[src/rtl/icache_inst_feeder.sv]
// icache_inst_feeder: buffers driver instruction words and feeds one per core fetch, inserting NOPs when empty.
// Holds the core for a fixed wake period after reset and again while starved of instructions.
module icache_inst_feeder #(
  parameter int          DEPTH        = 8,
  parameter logic [31:0] NOP_INST     = 32'h01000000,
  parameter int          RESET_STALL  = 4,
  parameter int          STARVE_LIMIT = 16
) (
  input  logic                       clk,
  input  logic                       rst,
  input  logic                       in_valid,
  input  logic [31:0]                in_inst,
  output logic                       in_ready,
  input  logic                       fetch_req,
  input  logic [31:0]                fetch_addr,
  input  logic                       flush,
  output logic [31:0]                ico_data,
  output logic                       ico_hold,
  output logic                       trace_valid,
  output logic [31:0]                trace_addr,
  output logic [31:0]                trace_inst,
  output logic                       trace_nop,
  output logic [$clog2(DEPTH):0]     level,
  output logic                       starved
);
  localparam int AW = $clog2(DEPTH);
  localparam int SW = $clog2(RESET_STALL + 1);
  localparam int NW = $clog2(STARVE_LIMIT + 1);
  localparam logic [1:0] WAKE = 2'd0, RUN = 2'd1, STARVED = 2'd2;

  logic [31:0]   r_mem [DEPTH];
  logic [AW:0]   r_wp, r_rp;
  logic [1:0]    r_state;
  logic [SW-1:0] r_stall;
  logic [NW-1:0] r_nops;
  logic          r_hold, r_starved, r_tvalid, r_tnop;
  logic [31:0]   r_data, r_taddr, r_tinst;

  logic [AW:0]   w_level;
  logic          w_full, w_empty, w_push, w_issue, w_pop;
  logic [31:0]   w_word;
  logic [NW-1:0] w_nops_inc;

  // flush wins over both a same-cycle push and pop
  assign w_level    = r_wp - r_rp;
  assign w_full     = w_level == (AW+1)'(DEPTH);
  assign w_empty    = w_level == '0;
  assign w_push     = in_valid && !w_full && !flush;
  assign w_issue    = r_state == RUN && fetch_req;
  assign w_pop      = w_issue && !w_empty && !flush;
  assign w_word     = w_pop ? r_mem[r_rp[AW-1:0]] : NOP_INST;
  assign w_nops_inc = r_nops + 1'b1;

  assign in_ready    = !w_full;
  assign level       = w_level;
  assign ico_data    = r_data;
  assign ico_hold    = r_hold;
  assign trace_valid = r_tvalid;
  assign trace_addr  = r_taddr;
  assign trace_inst  = r_tinst;
  assign trace_nop   = r_tnop;
  assign starved     = r_starved;

  always_ff @(posedge clk)
    if (w_push) r_mem[r_wp[AW-1:0]] <= in_inst;

  always_ff @(posedge clk or posedge rst)
    if (rst) begin
      r_wp <= '0;
      r_rp <= '0;
    end else if (flush) begin
      r_rp <= r_wp;
    end else begin
      if (w_push) r_wp <= r_wp + 1'b1;
      if (w_pop) r_rp <= r_rp + 1'b1;
    end

  always_ff @(posedge clk or posedge rst)
    if (rst) begin
      r_state   <= WAKE;
      r_stall   <= SW'(RESET_STALL);
      r_nops    <= '0;
      r_hold    <= 1'b0;
      r_starved <= 1'b0;
      r_data    <= NOP_INST;
      r_tvalid  <= 1'b0;
      r_taddr   <= '0;
      r_tinst   <= '0;
      r_tnop    <= 1'b0;
    end else begin
      r_tvalid <= w_issue;
      if (w_issue) begin
        r_data  <= w_word;
        r_taddr <= fetch_addr;
        r_tinst <= w_word;
        r_tnop  <= !w_pop;
        r_nops  <= w_pop ? '0 : w_nops_inc;
      end
      case (r_state)
        WAKE: begin
          r_stall <= r_stall - 1'b1;
          if (r_stall == SW'(1)) begin
            r_state <= RUN;
            r_hold  <= 1'b1;
          end
        end
        RUN:
          if (w_issue && !w_pop && w_nops_inc == NW'(STARVE_LIMIT)) begin
            r_state   <= STARVED;
            r_hold    <= 1'b0;
            r_starved <= 1'b1;
          end
        STARVED:
          if (!w_empty) begin
            r_state   <= RUN;
            r_hold    <= 1'b1;
            r_starved <= 1'b0;
            r_nops    <= '0;
          end
        default: r_state <= WAKE;
      endcase
    end
endmodule

[config.mk]
export PLATFORM = sky130hd
export DESIGN_NAME = icache_inst_feeder
export DESIGN_NICKNAME = d
export VERILOG_FILES = /design/src/rtl/icache_inst_feeder.sv
export SDC_FILE = /design/constraint.sdc
export NUM_CORES = 1
export LEC_CHECK = 0
export CORE_MARGIN = 4
export CORE_UTILIZATION = 55
export CTS_CLUSTER_SIZE = 20
export DETAILED_ROUTE_END_ITERATION = 10
export PLACE_DENSITY_LB_ADDON = 0.25
export SLEW_MARGIN = 20
export SYNTH_ARGS = -nofsm -noshare
export SYNTH_HDL_FRONTEND = slang
export SYNTH_SLANG_ARGS = --single-unit
[constraint.sdc]
create_clock -name clk -period 5.5 [get_ports clk]
set_clock_uncertainty 0.1 [all_clocks]
set_input_delay 1.1 -clock clk [delete_from_list [all_inputs] [get_ports clk]]
set_output_delay 1.1 -clock clk [all_outputs]
set_load 0.02 [all_outputs]
## After elaboration in Yosys (flattened, before gate mapping)

Memories as Yosys holds them, arrays and structs flattened.
Index checks and enable logic that the tools add are counted.

| word-level totals | value |
|---|---|
| register bits after elaboration | 118 |
| latch bits | 0 |
| bits in writable memories | 256 |
| memory bits (read-only) | 0 |
| bits of input ports | 69 |
| output and inout port bits | 105 |
| logic and storage cells | 67 |
| memories | 1 |

Memory list:

| memory | depth | bits a word | read ports | clocked after memory_dff | wr ports | RTL line | source |
|---|---|---|---|---|---|---|---|
| r_mem | 8 | 32 | 1 | 0 | 1 | 31 | `logic [31:0] r_mem [DEPTH];` |

| operators by class | value |
|---|---|
| add/sub/neg operators | 5 |
| multiply operators | 0 |
| div/mod/pow operators | 0 |
| $lt $le $gt $ge | 0 |
| equal/unequal tests | 8 |
| shifts and indexed selects | 0 |
| multiplexer cells | 20 |
| bitwise gates (word level) | 1 |
| reductions and logical operators | 20 |

Operator list:

| cell | number |
|---|---|
| two-way mux 32 bit | 1 |
| two-way mux 5 bit | 4 |
| adder 4 x 1 -> 4 bit, second input constant | 2 |
| two-way mux 4 bit | 2 |
| logical AND 1 bit | 7 |
| two-way mux 1 bit | 7 |
| two-way mux 2 bit | 3 |
| one-hot mux 2 bit (3 select lines) | 1 |
| AND reduction 3 bit | 2 |
| adder 5 x 1 -> 5 bit, second input constant | 1 |
| == test 5 bit, second input constant | 1 |
| == test 4 bit, second input constant | 1 |
| logical NOT 1 bit | 4 |
| logical NOT 4 bit | 1 |
| inequality test 2 bit, second input constant | 2 |
| AND reduction 4 bit | 1 |
| nonzero test 2 bit | 2 |
| subtractor 4 bit | 1 |
| == test 3 x 1 -> 1 bit, second input constant | 1 |
| one-hot mux 1 bit (3 select lines) | 1 |
| nonzero test 3 bit | 1 |
| subtractor 3 x 1 -> 3 bit, second input constant | 1 |
| == test 2 x 1 -> 1 bit, second input constant | 1 |
| == test 2 bit, second input constant | 1 |
| 5 further kinds | 5 |

## Logic depth before layout (Yosys ltp)

| depth | value |
|---|---|
| word-level depth | 10 |
| depth in mapped cells | 10 |
| gate-level depth less buffers | 9 |

## Worst setup path after synthesis

OpenSTA, ideal clock, no wires.

| path | value |
|---|---|
| path type | register -> register |
| start | reg r_rp[2] |
| end | mem r_mem[4][0] (enable) |
| library setup time | 0.468 ns |
| arrival | 4.742 ns |
| data required time | 4.932 ns |
| slack | 0.190 ns |
| stages on the path, launching flop included | 9 |
| path buffers | 1 |
| period minus slack after synthesis | 5.310 ns |
| cell sequence | dfrtp_1 -> inv_2 -> buf_1 -> ha_1 -> xor2_1 -> or3_4 -> o311a_4 -> nand2_1 -> nor3b_1 |

| between the ends | value |
|---|---|
| word-level cells in the longest chain between the ends | 7 |

RTL lines:

| what | RTL line | source |
|---|---|---|
| start: declaration | 32 | `logic [AW:0] r_wp, r_rp;` |
| start signal: assignment | 72 | `r_rp <= r_wp;` |
| start signal: assignment | 75 | `if (w_pop) r_rp <= r_rp + 1'b1;` |
| subtractor 4 bit | 45 | `assign w_level = r_wp - r_rp;` |
| net level[2] | 23 | `output logic [$clog2(DEPTH):0] level,` |
| == test 4 bit | 46 | `assign w_full = w_level == (AW+1)'(DEPTH);` |
| logical NOT 1 bit | 48 | `assign w_push = in_valid && !w_full && !flush;` |
| logical AND 1 bit (2 in a row) | 48 |  |
| two-way mux 1 bit | 65 | `if (w_push) r_mem[r_wp[AW-1:0]] <= in_inst;` |
| two-way mux 1 bit (not written as such) | 65 |  |
| end: declaration | 31 |  |

The timed path passes the listed nets, and every way through them passes these cells.

## Worst setup path after layout

| path | value |
|---|---|
| start | reg r_wp[0] |
| end | out in_ready |

| between the ends | value |
|---|---|
| word-level cells in the longest chain between the ends | 3 |

RTL lines:

| what | RTL line | source |
|---|---|---|
| start: declaration | 32 |  |
| start signal: assignment | 74 | `if (w_push) r_wp <= r_wp + 1'b1;` |
| subtractor 4 bit | 45 |  |
| == test 4 bit | 46 |  |
| logical NOT 1 bit | 54 | `assign in_ready = !w_full;` |
| end: declaration | 13 | `output logic in_ready,` |

Every way passes these cells.

==> reports/metrics.yaml <==
outcome: "finished clean"
diodes: 0
hold_buffers: 0
p_clk_share_pct: 28.6
track_usage_pct: 20.7
synth_ff_type: "edfxtp_1"
drive_gt1_share_pct: 15.9
dieArea_um2: 27100
die_h_um: 165
crit_path_frequent_cell: "inv_1"
synth_edf_count: 256
powerDensity_nw_per_um2: 514
hold_viol: 0
initial_core_util_pct: 55.6
worst_slew_pin_slew_ns: 1.07
crit_path_max_incr_delay_ns: 0.55
synth_top_cells_by_area: "edfxtp_1 (57%), dfrtp_1 (16%), mux4_2 (11%)"
crit_chain: "inv_1 > ha_1 > inv_1 > fa_1 > xor2_1 > nor3_1 > nand2_1 > clkdlybuf4s50_1"
fmax_mhz: 248
rsz0062_at_grt: "no"
cp_max_fo: 5
synthArstFlopShare_pct: 25.4
fin_ws_ns: 1.46
cts_tree: "done"
crit_required_ns: 4.30
port_buffers: 173
grt_pass1_vias: 7473
wire_per_inst_um: 21.0
nNetsFinal: 1021
critPathLaunchType: "flop"
whs_path_depth: 2
synth_cell_types: 47
drc: 0
routed_wl_um: 27100
cts-buffers-inserted: 35
synth_nets: 864
worstPathArrival_ns: 2.84
syn_inst: 785
die_w_um: 165
slew_violations: 0
post_dp_cell_area_um2: 15400
antenna_left: 0
reg2regPathDepth: 10
hold_slack_ns: 0.376
path_clk_slew_ns: 0.06
place.gp.congestion: 0.719
yosysTopAreaCell: "edfxtp_1"
place_hpwl_um: 15900
fin_area_um2: 16600
min_period_over_period_pct: 73.5
worstSkewPairLatency_ns: 0.52
vdd_drop_max_uv: 326
cts_resized: 0
routed_via_density: 5.52
synth_most_common_cell: "edfxtp_1"
post_cts_buffers: 0
fin_crit_ns: 4.04
ys_seq_area_share_pct: 73.1
p_sw_mw: 2.60
rows: 57
first_pass_iters: 4
pre_cts_slack_ns: 1.41
instances_no_fill: 1292
grt_max_degree: 70
dpl.cell_count: 1229
seqPwrFrac_pct: 39.6
core_um2: 24200
fin_util_pct: 68.3
cp-end-kind: "output pin"
boundaryPins: 174
hold_path.class: "flop to flop"
grt_first_pass_wirelength_um: 42500
grt-ovfl-total: 0
finalPower_mw: 8.52
synthTopCellsByCount: "edfxtp_1 (256), nand2_1 (140), dfrtp_1 (85)"
setup_violations: 0
criticalPathCategory: "flop to output pin"
sw_frac_of_total_pct: 30.5
p_leak_nw: 6.01
clk_path_buf_depth: 3
htreeDepth: 2
netlist.area_leader.share_pct: 57.0
synth.avg_cell_area_um2: 17.2
syn_to_final_growth_pct: 22.8
setup_tns_ns: 0
netlist_area_um2: 13500
root_buffer: "clkbuf_16"
pwr-share-comb_pct: 31.8
initialDrtViolationCount: 598
slew-limit-headroom_pct: 28.2
vias: 7128
p_int_mw: 5.92
synth-seq-cells: 343
antenna_found_initial: 1
maxCapViolations: 0
yosys_warnings: 0
cts.sinks: 343
critPathSlowestCell: "clkdlybuf4s50_1"
[state kept, by name, indices dropped and copies added (netlist names)]
register,flops
trace_addr,32
trace_valid,1
r_state,2
trace_inst,1
r_wp,4
ico_data,32
trace_nop,1
ico_hold,1
r_stall,3
r_mem,256
starved,1
r_rp,4
r_nops,5
[power groups by stage]
stage                     registers, mW  logic (mW)  clock network [mW]
after floorplan                    3.53        1.74                   0
after global placement             3.40        2.71                   0
after detailed placement           3.42        2.74                   0
after CTS                          3.38        2.76                2.50
after global routing               3.42        2.94                2.62
final                              3.37        2.71                2.44
[cells in the final DEF (no fill, tap or decap), drive strengths merged, types with 3 or more instances in the layout]
| cell type | n |
|---|---|
| clkdlybuf4s50 | 173 |
| inv | 15 |
| o21ai | 37 |
| a31oi | 4 |
| clkinvlp | 3 |
| nor3b | 4 |
| nor3 | 7 |
| mux2i | 33 |
| nand3 | 4 |
| a21oi | 7 |
| clkinv | 11 |
| bufinv | 5 |
| nor2 | 11 |
| xor2 | 6 |
| clkbuf | 44 |
| dfrtp | 85 |
| xnor2 | 6 |
| buf | 12 |
| nand2 | 141 |
| or3 | 5 |
| edfxtp | 256 |
| mux4 | 64 |
| ha | 9 |
[worst paths after layout]
check                                    from             to  slack (ns)
worst min register to register  trace_addr[3]  trace_addr[3]        0.38
max in group asynchronous                 rst     r_stall[2]        3.37
min in group asynchronous                 rst   ico_data[28]        0.94
worst max-delay path                  r_wp[0]       in_ready        1.46
worst min-delay path            trace_addr[3]  trace_addr[3]        0.38
worst max register to register        r_wp[0]   r_mem[2][16]        1.64
[logic make-up (layout without fill, tap and decap cells)]
group | count (synthesis) | count (layout) | share of synthesized area (%)
flip-flops | 343 | 343 | 73.1
multiplexers | 98 | 98 | 13.2
AO/OA/AOI/OAI | 58 | 58 | 2.62
adder cells (fa/ha/maj) | 10 | 10 | 0.983
AND/OR/NAND/NOR | 184 | 184 | 5.73
buffers and inverters | 80 | 263 | 3.50
XOR/XNOR | 12 | 12 | 0.779
[worst max-delay path: cells and delay by family (launching register included)]
kind	cells	cell delay (ns)
AND/OR/NAND/NOR	2	0.40
adder cells (fa/ha/maj)	2	0.56
XOR/XNOR	1	0.19
flip-flops	1	0.43
buffers and inverters	3	0.75
[cell type report]
cell class,instances,area [µm²]
Sequential cell,343,9870
Fill cell,1569,7680
Multi-Input combinational cell,362,3200
Timing Repair Buffer,185,1820
Clock buffer,44,971
Tap cell,324,405
Clock inverter,19,239
Inverter,15,63.8
[routing by layer]
layer | GRT usage (%) | vias to the layer above | wire length (µm)
met5 | 0 | - | 13
met2 | 35.3 | 239 | 13700
met1 | 27.3 | 3614 | 11000
met3 | 4.59 | 33 | 1880
li1 | - | 3240 | -
met4 | 5.60 | 2 | 434
Note: power is estimated with default switching activity, not from simulation.
